`src/rtl/ysyx_23060332_mem_arbiter_pkg.sv`:
```
// Shared encodings for the IFU/LSU memory arbiter: FSM states, owner ids,
// and the memory bus widths used across the core.
package ysyx_23060332_mem_arbiter_pkg;

    localparam logic [1:0] ST_IDLE   = 2'd0;
    localparam logic [1:0] ST_WAIT   = 2'd1;
    localparam logic [1:0] ST_ACCESS = 2'd2;
    localparam logic [1:0] ST_RESP   = 2'd3;

    localparam logic OWN_IFU = 1'b0;
    localparam logic OWN_LSU = 1'b1;

    localparam int MEM_ADDR_W = 32;
    localparam int MEM_DATA_W = 32;
    localparam int MEM_MASK_W = 8;

    localparam logic [MEM_DATA_W-1:0] ZeroWord = 32'h0000_0000;

endpackage

```
`src/rtl/ysyx_23060332_rr_arb2.sv`:
```
// Two-way round-robin grant: a lone requester wins, a tie goes to whoever
// was not granted last. Purely combinational; history lives in the parent.
module ysyx_23060332_rr_arb2
    import ysyx_23060332_mem_arbiter_pkg::*;
(
    input  logic [1:0] i_req,
    input  logic       i_last_grant,
    output logic [1:0] o_grant
);

    always_comb begin
        o_grant = 2'b00;
        case (i_req)
            2'b01:   o_grant = 2'b01;
            2'b10:   o_grant = 2'b10;
            2'b11:   o_grant = (i_last_grant == OWN_LSU) ? 2'b01 : 2'b10;
            default: o_grant = 2'b00;
        endcase
    end

endmodule

```
`src/rtl/ysyx_23060332_mem_arbiter.sv`:
```
// Shares one memory port between IFU (read) and LSU (read/write): accept one
// request, wait LAT cycles, strobe memory once, then hold the response.
module ysyx_23060332_mem_arbiter
    import ysyx_23060332_mem_arbiter_pkg::*;
#(
    parameter int ADDR_W = 32,
    parameter int DATA_W = 32,
    parameter int LAT    = 1,
    parameter int CNT_W  = 4
) (
    input  logic                  clk,
    input  logic                  rst,
    input  logic                  ifu_arvalid,
    input  logic [ADDR_W-1:0]     ifu_araddr,
    output logic                  ifu_arready,
    output logic                  ifu_rvalid,
    output logic [DATA_W-1:0]     ifu_rdata,
    input  logic                  ifu_rready,
    input  logic                  lsu_valid,
    input  logic                  lsu_wen,
    input  logic [ADDR_W-1:0]     lsu_addr,
    input  logic [DATA_W-1:0]     lsu_wdata,
    input  logic [MEM_MASK_W-1:0] lsu_wmask,
    output logic                  lsu_ready,
    output logic                  lsu_resp_valid,
    output logic [DATA_W-1:0]     lsu_rdata,
    input  logic                  lsu_resp_ready,
    output logic                  mem_ren,
    output logic [ADDR_W-1:0]     mem_raddr,
    output logic                  mem_wen,
    output logic [ADDR_W-1:0]     mem_waddr,
    output logic [DATA_W-1:0]     mem_wdata,
    output logic [MEM_MASK_W-1:0] mem_wmask,
    input  logic [DATA_W-1:0]     mem_rdata
);

    localparam logic [CNT_W-1:0] LAT_CNT  = CNT_W'(LAT);
    localparam bit               LAT_ZERO = (LAT == 0);

    logic [1:0]            r_state;
    logic                  r_owner;
    logic                  r_last_grant;
    logic                  r_wen;
    logic [CNT_W-1:0]      r_cnt;
    logic [ADDR_W-1:0]     r_addr;
    logic [DATA_W-1:0]     r_wdata;
    logic [MEM_MASK_W-1:0] r_wmask;
    logic [DATA_W-1:0]     r_rdata;

    logic [1:0] w_grant;
    logic       w_idle;
    logic       w_ifu_acc;
    logic       w_lsu_acc;
    logic       w_resp;
    logic       w_access;
    logic       w_resp_done;

    ysyx_23060332_rr_arb2 u_rr_arb2 (
        .i_req        ({lsu_valid, ifu_arvalid}),
        .i_last_grant (r_last_grant),
        .o_grant      (w_grant)
    );

    // Readies are gated by rst so every output reads 0 while reset is held.
    assign w_idle      = (r_state == ST_IDLE) & ~rst;
    assign w_access    = (r_state == ST_ACCESS);
    assign w_resp      = (r_state == ST_RESP);
    assign ifu_arready = w_idle & w_grant[0];
    assign lsu_ready   = w_idle & w_grant[1];
    assign w_ifu_acc   = ifu_arvalid & ifu_arready;
    assign w_lsu_acc   = lsu_valid & lsu_ready;
    assign w_resp_done = w_resp & ((r_owner == OWN_IFU) ? ifu_rready : lsu_resp_ready);

    assign ifu_rvalid     = w_resp & (r_owner == OWN_IFU);
    assign lsu_resp_valid = w_resp & (r_owner == OWN_LSU);
    assign ifu_rdata      = (r_owner == OWN_IFU) ? r_rdata : '0;
    assign lsu_rdata      = (r_owner == OWN_LSU) ? r_rdata : '0;

    assign mem_ren   = w_access & ~r_wen;
    assign mem_wen   = w_access & r_wen;
    assign mem_raddr = r_addr;
    assign mem_waddr = r_addr;
    assign mem_wdata = r_wdata;
    assign mem_wmask = r_wmask;

    always_ff @(posedge clk or posedge rst) begin
        if (rst) begin
            r_state      <= ST_IDLE;
            r_owner      <= OWN_IFU;
            r_last_grant <= OWN_LSU;
            r_wen        <= 1'b0;
            r_cnt        <= '0;
            r_addr       <= '0;
            r_wdata      <= '0;
            r_wmask      <= '0;
            r_rdata      <= '0;
        end else begin
            case (r_state)
                ST_IDLE: begin
                    if (w_ifu_acc || w_lsu_acc) begin
                        r_owner      <= w_lsu_acc ? OWN_LSU : OWN_IFU;
                        r_last_grant <= w_lsu_acc ? OWN_LSU : OWN_IFU;
                        r_wen        <= w_lsu_acc & lsu_wen;
                        r_addr       <= w_lsu_acc ? lsu_addr : ifu_araddr;
                        r_wdata      <= w_lsu_acc ? lsu_wdata : '0;
                        r_wmask      <= w_lsu_acc ? lsu_wmask : '0;
                        r_cnt        <= LAT_CNT;
                        r_state      <= LAT_ZERO ? ST_ACCESS : ST_WAIT;
                    end
                end
                ST_WAIT: begin
                    r_cnt <= r_cnt - CNT_W'(1);
                    if (r_cnt <= CNT_W'(1)) r_state <= ST_ACCESS;
                end
                ST_ACCESS: begin
                    // Stores answer with a zero word so the LSU never sees stale load data.
                    r_rdata <= r_wen ? DATA_W'(ZeroWord) : mem_rdata;
                    r_state <= ST_RESP;
                end
                ST_RESP: begin
                    if (w_resp_done) r_state <= ST_IDLE;
                end
                default: r_state <= ST_IDLE;
            endcase
        end
    end

endmodule
```
`config.mk`:
```
export PLATFORM = sky130hd
export DESIGN_NAME = ysyx_23060332_mem_arbiter
export DESIGN_NICKNAME = d
export VERILOG_FILES = /design/src/rtl/ysyx_23060332_mem_arbiter_pkg.sv /design/src/rtl/ysyx_23060332_rr_arb2.sv /design/src/rtl/ysyx_23060332_mem_arbiter.sv
export SDC_FILE = /design/constraint.sdc
export NUM_CORES = 1
export LEC_CHECK = 0
export ABC_AREA = 1
export BUFFER_PORTS_ARGS = -buffer_cell sky130_fd_sc_hd__buf_2
export CAP_MARGIN = 20
export CORE_AREA = 2 2 121 123
export DETAILED_ROUTE_END_ITERATION = 16
export DIE_AREA = 0 0 123 125
export PLACE_DENSITY = 0.75
export SYNTH_ARGS = -nofsm -noshare
export SYNTH_HDL_FRONTEND = slang
export SYNTH_SLANG_ARGS = --single-unit
```
`constraint.sdc`:
```
create_clock -name clk -period 2.4 [get_ports clk]
set_input_delay 0 -clock clk [delete_from_list [all_inputs] [get_ports clk]]
set_output_delay 0 -clock clk [all_outputs]
set_load 0.02 [all_outputs]
```
# [Word level (Yosys, flattened, before mapping)]
# Index checks and enable logic that the tools add are counted.
[classes] n_eq_ne=9 mux=16 shift=0 n_addsub=1 n_mul=0 reduce_logical=6 bitwise_logic=14 div_mod_pow=0 magnitude_cmp=1
[ops] cell="32-bit 2-to-1 mux" count=5
[ops] cell="1-bit bitwise AND" count=11
[ops] cell="2-bit == test (second input constant)" count=4
[ops] cell="2-bit 2-to-1 mux" count=4
[ops] cell="8-bit 2-to-1 mux" count=1
[ops] cell="2-bit case mux with 4 select lines" count=1
[ops] cell="4-bit case mux with 2 select lines" count=1
[ops] cell="2-bit case mux with 3 select lines" count=1
[ops] cell="2-bit by 1-bit == test with 1-bit output (second input constant)" count=2
[ops] cell="4-bit by 1-bit less-or-equal comparator with 1-bit output (second input constant)" count=1
[ops] cell="4-bit 2-to-1 mux" count=1
[ops] cell="2-bit by 1-bit inequality test with 1-bit output (second input constant)" count=2
[ops] cell="2-bit AND reduction" count=2
[ops] cell="4-bit by 1-bit subtractor with 4-bit output (second input constant)" count=1
[ops] cell="1-bit inverter" count=3
[ops] cell="3-bit AND reduction" count=1
[ops] cell="2-bit zero test" count=1
[ops] cell="1-bit 2-to-1 mux" count=2
[ops] cell="2-bit inequality test (second input constant)" count=1
[ops] cell="2-bit nonzero test" count=1
[ops] cell="1-bit logical OR" count=1
[totals] mem_bits_ro=0 memories=0 ramBits=0 out_inout_bits=174 ff_bits=113 latchBits=0 word_cells=56

# [Longest topological paths before layout]
[depth] depth_word=7 depth_mapped=10

# [Hierarchy]
# A second synthesis with hierarchy kept.
[unflattened] cells_unflattened=741 hier_area_um2=5659.2
[modules_own_cells] mod="ysyx_23060332_mem_arbiter" seq_area_each_um2=2829.0 n_inst=1 cells_per_inst=736 area_per_inst_um2=5637.9
[modules_own_cells] mod="ysyx_23060332_rr_arb2" seq_area_each_um2=0.0 n_inst=1 cells_per_inst=5 area_per_inst_um2=21.3

# [Worst setup path after synthesis]
# OpenSTA, ideal clock, no wires.
[synth_timing] path_type="input to register" from="input port rst" to="register r_addr[12] (netlist: mem_raddr[12])" path_stages=8 setup_slack_ps=262 arrival_ps=2021 path_cell_list="inv_2 nand2_1 nor2_1 buf_4 buf_4 nand2_1 nand3_1 nand2_1"
[synth_between] elab_chain_len=6 elab_cells_between_ends=9
[synth_rtl] element="start: declaration" line="ysyx_23060332_mem_arbiter.sv:12" rtl="input logic rst,"
[synth_rtl] element="1-bit inverter *" line="ysyx_23060332_mem_arbiter.sv:65" rtl="assign w_idle = (r_state == ST_IDLE) & ~rst;"
[synth_rtl] element="1-bit bitwise AND *" line="ysyx_23060332_mem_arbiter.sv:65"
[synth_rtl] element="1-bit bitwise AND, on equally long branches" line="ysyx_23060332_mem_arbiter.sv:68, ysyx_23060332_mem_arbiter.sv:69"
[synth_rtl] element="1-bit bitwise AND, on equally long branches" line="ysyx_23060332_mem_arbiter.sv:70, ysyx_23060332_mem_arbiter.sv:71"
[synth_rtl] element="1-bit logical OR" line="ysyx_23060332_mem_arbiter.sv:100" rtl="if (w_ifu_acc || w_lsu_acc) begin"
[synth_rtl] element="2-bit AND reduction (no line)"
[synth_rtl] element="end signal: assignment" line="ysyx_23060332_mem_arbiter.sv:104" rtl="r_addr <= w_lsu_acc ? lsu_addr : ifu_araddr;"
[synth_rtl] element="end: declaration" line="ysyx_23060332_mem_arbiter.sv:45" rtl="logic [ADDR_W-1:0] r_addr;"
# Mark *: on every way between the ends. The rest lies on a longest branch, timed or not.
# A chain may end at the register's enable or synchronous reset.

# [Worst setup path after layout]
[layout_timing] from="register r_state[1]" to="register r_addr[24] (netlist: mem_raddr[24])"
[layout_between] elab_chain_len=6 elab_cells_between_ends=9
[layout_rtl] element="start: declaration" line="ysyx_23060332_mem_arbiter.sv:40" rtl="logic [1:0] r_state;"
[layout_rtl] element="start signal: assignment" line="ysyx_23060332_mem_arbiter.sv:108" rtl="r_state <= LAT_ZERO ? ST_ACCESS : ST_WAIT;"
[layout_rtl] element="2-bit zero test *" line="ysyx_23060332_mem_arbiter.sv:65, ysyx_23060332_mem_arbiter.sv:98"
[layout_rtl] element="1-bit bitwise AND" line="ysyx_23060332_mem_arbiter.sv:65"
[layout_rtl] element="1-bit bitwise AND, on equally long branches" line="ysyx_23060332_mem_arbiter.sv:68, ysyx_23060332_mem_arbiter.sv:69"
[layout_rtl] element="1-bit bitwise AND, on equally long branches" line="ysyx_23060332_mem_arbiter.sv:70, ysyx_23060332_mem_arbiter.sv:71"
[layout_rtl] element="1-bit logical OR" line="ysyx_23060332_mem_arbiter.sv:100"
[layout_rtl] element="2-bit AND reduction (no line)"
# Marked as above.

==> results.md <==
* DRC Markers at 0
* Post-Syn Area per Cell at 7.99 um^2
* Maximum clock insertion buffer count at 2
* Post-Synthesis Net Count at between 800 and 900
* Rel. slew slack at 0.518
* Iteration-0 DRC Markers at 314
* Final #Nets at 1,262
* Hold/Removal Path Class: primary input to flip-flop
* Yosys reg bits at 113
* EDFF count, synth at 0
* Skew final at around 0.0085 ns
* Status: finished, final reports clean
* Leak at 5.35 nW
* First-pass GRT wire length at between 20 and 30 mm
* Die area at 15,400 um^2
* Synth cell count leaders: nand2_1 (265), dfrtp_1 (112), inv_1 (103)
* Req. time, crit path at 2.70 ns
* N_diodes at 0
* Area contributors post-synth: dfrtp_1 (50%), nand2_1 (18%), inv_1 (7.0%)
* Main flop type after synthesis: dfrtp_1
* Yosys cell types at 23
* CP Max Fanout at 34
* Synth Cell Area at 5550 um^2
* Worst-Margin Slew at just over 0.7 ns
* # IOs at 317
* CTS tree: done
* Worst-skew pair later-pin latency at 0.41 ns
* ANT nets after route at 0
* Wire per inst at between 10 and 15 um
* CP Launch Type: flip-flop
* Crit end category: flip-flop
* Post-synth top area cell: dfrtp_1
* Clk root buf: clkbuf_16
* Setup violators final at 0
* Vias per inst at 4.78
* # H-tree levels at 4
* Post-CTS setup buffer count at 0
* YS warnings at 0
* Clock sink total at 113
* Clk pin slew, worst setup/hold paths at 0.05 ns
* RSZ-0062 raised after global routing: false
* Most frequent cell after synthesis: nand2_1
* Final core utilization at 0.634
* CTS Hold Bufs at 138
* Die W at 123 um
* Initial Utilization at 0.391
* Die height at 125 um
* Grt ovf at 0
* CTS resizes at 0
* Setup TNS at 0 ns
* Hpwl dp at 11.8 mm
* Pins Over Slew Limit at 0
* Layout cells sized above 1 at 0.323
* Initial antenna violation count at 0
* Max Clk Rate at 468 MHz
* Core area at 14,200 um^2
* Asr flop ratio synth at 1.00
* Flop2flop setup slack at 0.26 ns
* CTS buffer count at 17
* Sequential-to-total area share from yosys stat at 0.510
* Post-synthesis cell count at 695
* Site Rows at 44
* GPL Wtd Cong at 0.749
* VDD IR max at about 600 uV
* Max-Cap Viols at 0
* Minimum clock period at 2.14 ns
* Final WL at 19.4 mm
* Fillers at 1,112
* Pwr Density at 1250 nW/um^2
* Largest net degree at the start of global routing at 46
* IO Port Bufs at ~320
* Total GRT Usage at 0.251
* Drt pass-1 iters at 5
* Final Cycle Share at 0.890
* Critical path arrival at 2.44 ns
* WS Path Type: flip-flop to flip-flop
* Vias in the first global route at 6,082
* Via count at 6,251
* Synth-to-Final Area Change at 62.2%
* Final Hold Fails at 0
* PnR Total Power at 11.2 mW
* Top cell type's share of synthesized area at 0.505
[per-stage QoR]
stage / area [um^2] / setup slack (ns) / cells / hold slack (ns)
2_1_floorplan: 5550 / 0.262 / 695 / 0.121
5_1_grt: 9000 / 0.123 / 1307 / 0.0798
4_1_cts: 9000 / 0.345 / 1307 / 0.0298
6_report: 9000 / 0.264 / 1307 / 0.0541
3_3_place_gp: 7040 / 0.424 / 1139 / 0.0202
3_5_place_dp: 7040 / 0.400 / 1139 / 0.0222
[layout make-up]
class                   count  area [um^2]  area share
repair buffers            465         3060       0.340
flip-flops and latches    113         2830       0.314
multi-input cells         410         1900       0.212
clock buffers              20          447      0.0496
inverters                 105          397      0.0441
well taps                 184          230      0.0256
clock inverters            10          138      0.0153
[layout by cell type (no fill, tap or decap), drive strengths merged]
master / instances
buf: 327
nand2: 266
dlygate4sd3: 138
dfrtp: 112
inv: 104
a22o: 40
o21ai: 38
nor2: 38
clkbuf: 20
nand3: 15
ha: 7
clkinv: 6
nand4: 3
bufinv: 3
clkinvlp: 2
a21oi: 1
or2: 1
o211ai: 1
dfstp: 1
[final timing paths]
check / start / to / depth (start not counted)
setup / recovery: r_state[1] / mem_raddr[24] / 9
hold / removal: ifu_rready / r_state[0] / 5
min in group asynchronous: rst / mem_raddr[8] / 3
max in group asynchronous: rst / mem_wdata[17] / 4
hold reg to reg: r_last_grant / r_last_grant / 2
setup reg to reg: r_state[1] / mem_raddr[24] / 9
[power by group]
part	switching [mW]	leakage (nW)	internal, mW	total, mW
clock	0.838	0.282	1.64	2.48
sequential	0.638	1.43	2.73	3.37
combinational	3.54	3.63	1.86	5.39
[flip-flops by register name, summed over array words and instances (netlist names)]
signal and flops:
mem_wmask 8, r_cnt 4, r_state 2, r_rdata 32, mem_wdata 32, r_last_grant 1
r_owner 1, r_wen 1, mem_raddr 32
[worst max-delay path: stages, from the launching register on]
cell     delay (ns)
dfrtp_1        0.40
inv_1          0.12
ha_1           0.21
inv_1          0.09
nor2_4         0.11
nand3_2        0.56
nand2_1        0.30
nand2_1        0.10
nand2_1        0.07
nand2_1        0.05
[metal layers]
metal,part of all wire,global-route usage
met3,0.081,0.0689
met2,0.49,0.437
met1,0.37,0.265
met5,0,0
met4,0.052,0.153
[cells by family (layout without fill, tap and decap cells)]
| logic type | after synthesis | count (layout) | synth area share |
|---|---|---|---|
| AOI/OAI and AO/OA | 80 | 80 | 0.0996 |
| buffers and inverters | 172 | 600 | 0.149 |
| and+or+nand+nor | 323 | 323 | 0.226 |
| adders and majority gates | 7 | 7 | 0.0158 |
| DFF | 113 | 113 | 0.510 |
Note: power is estimated with default switching activity, not from simulation.
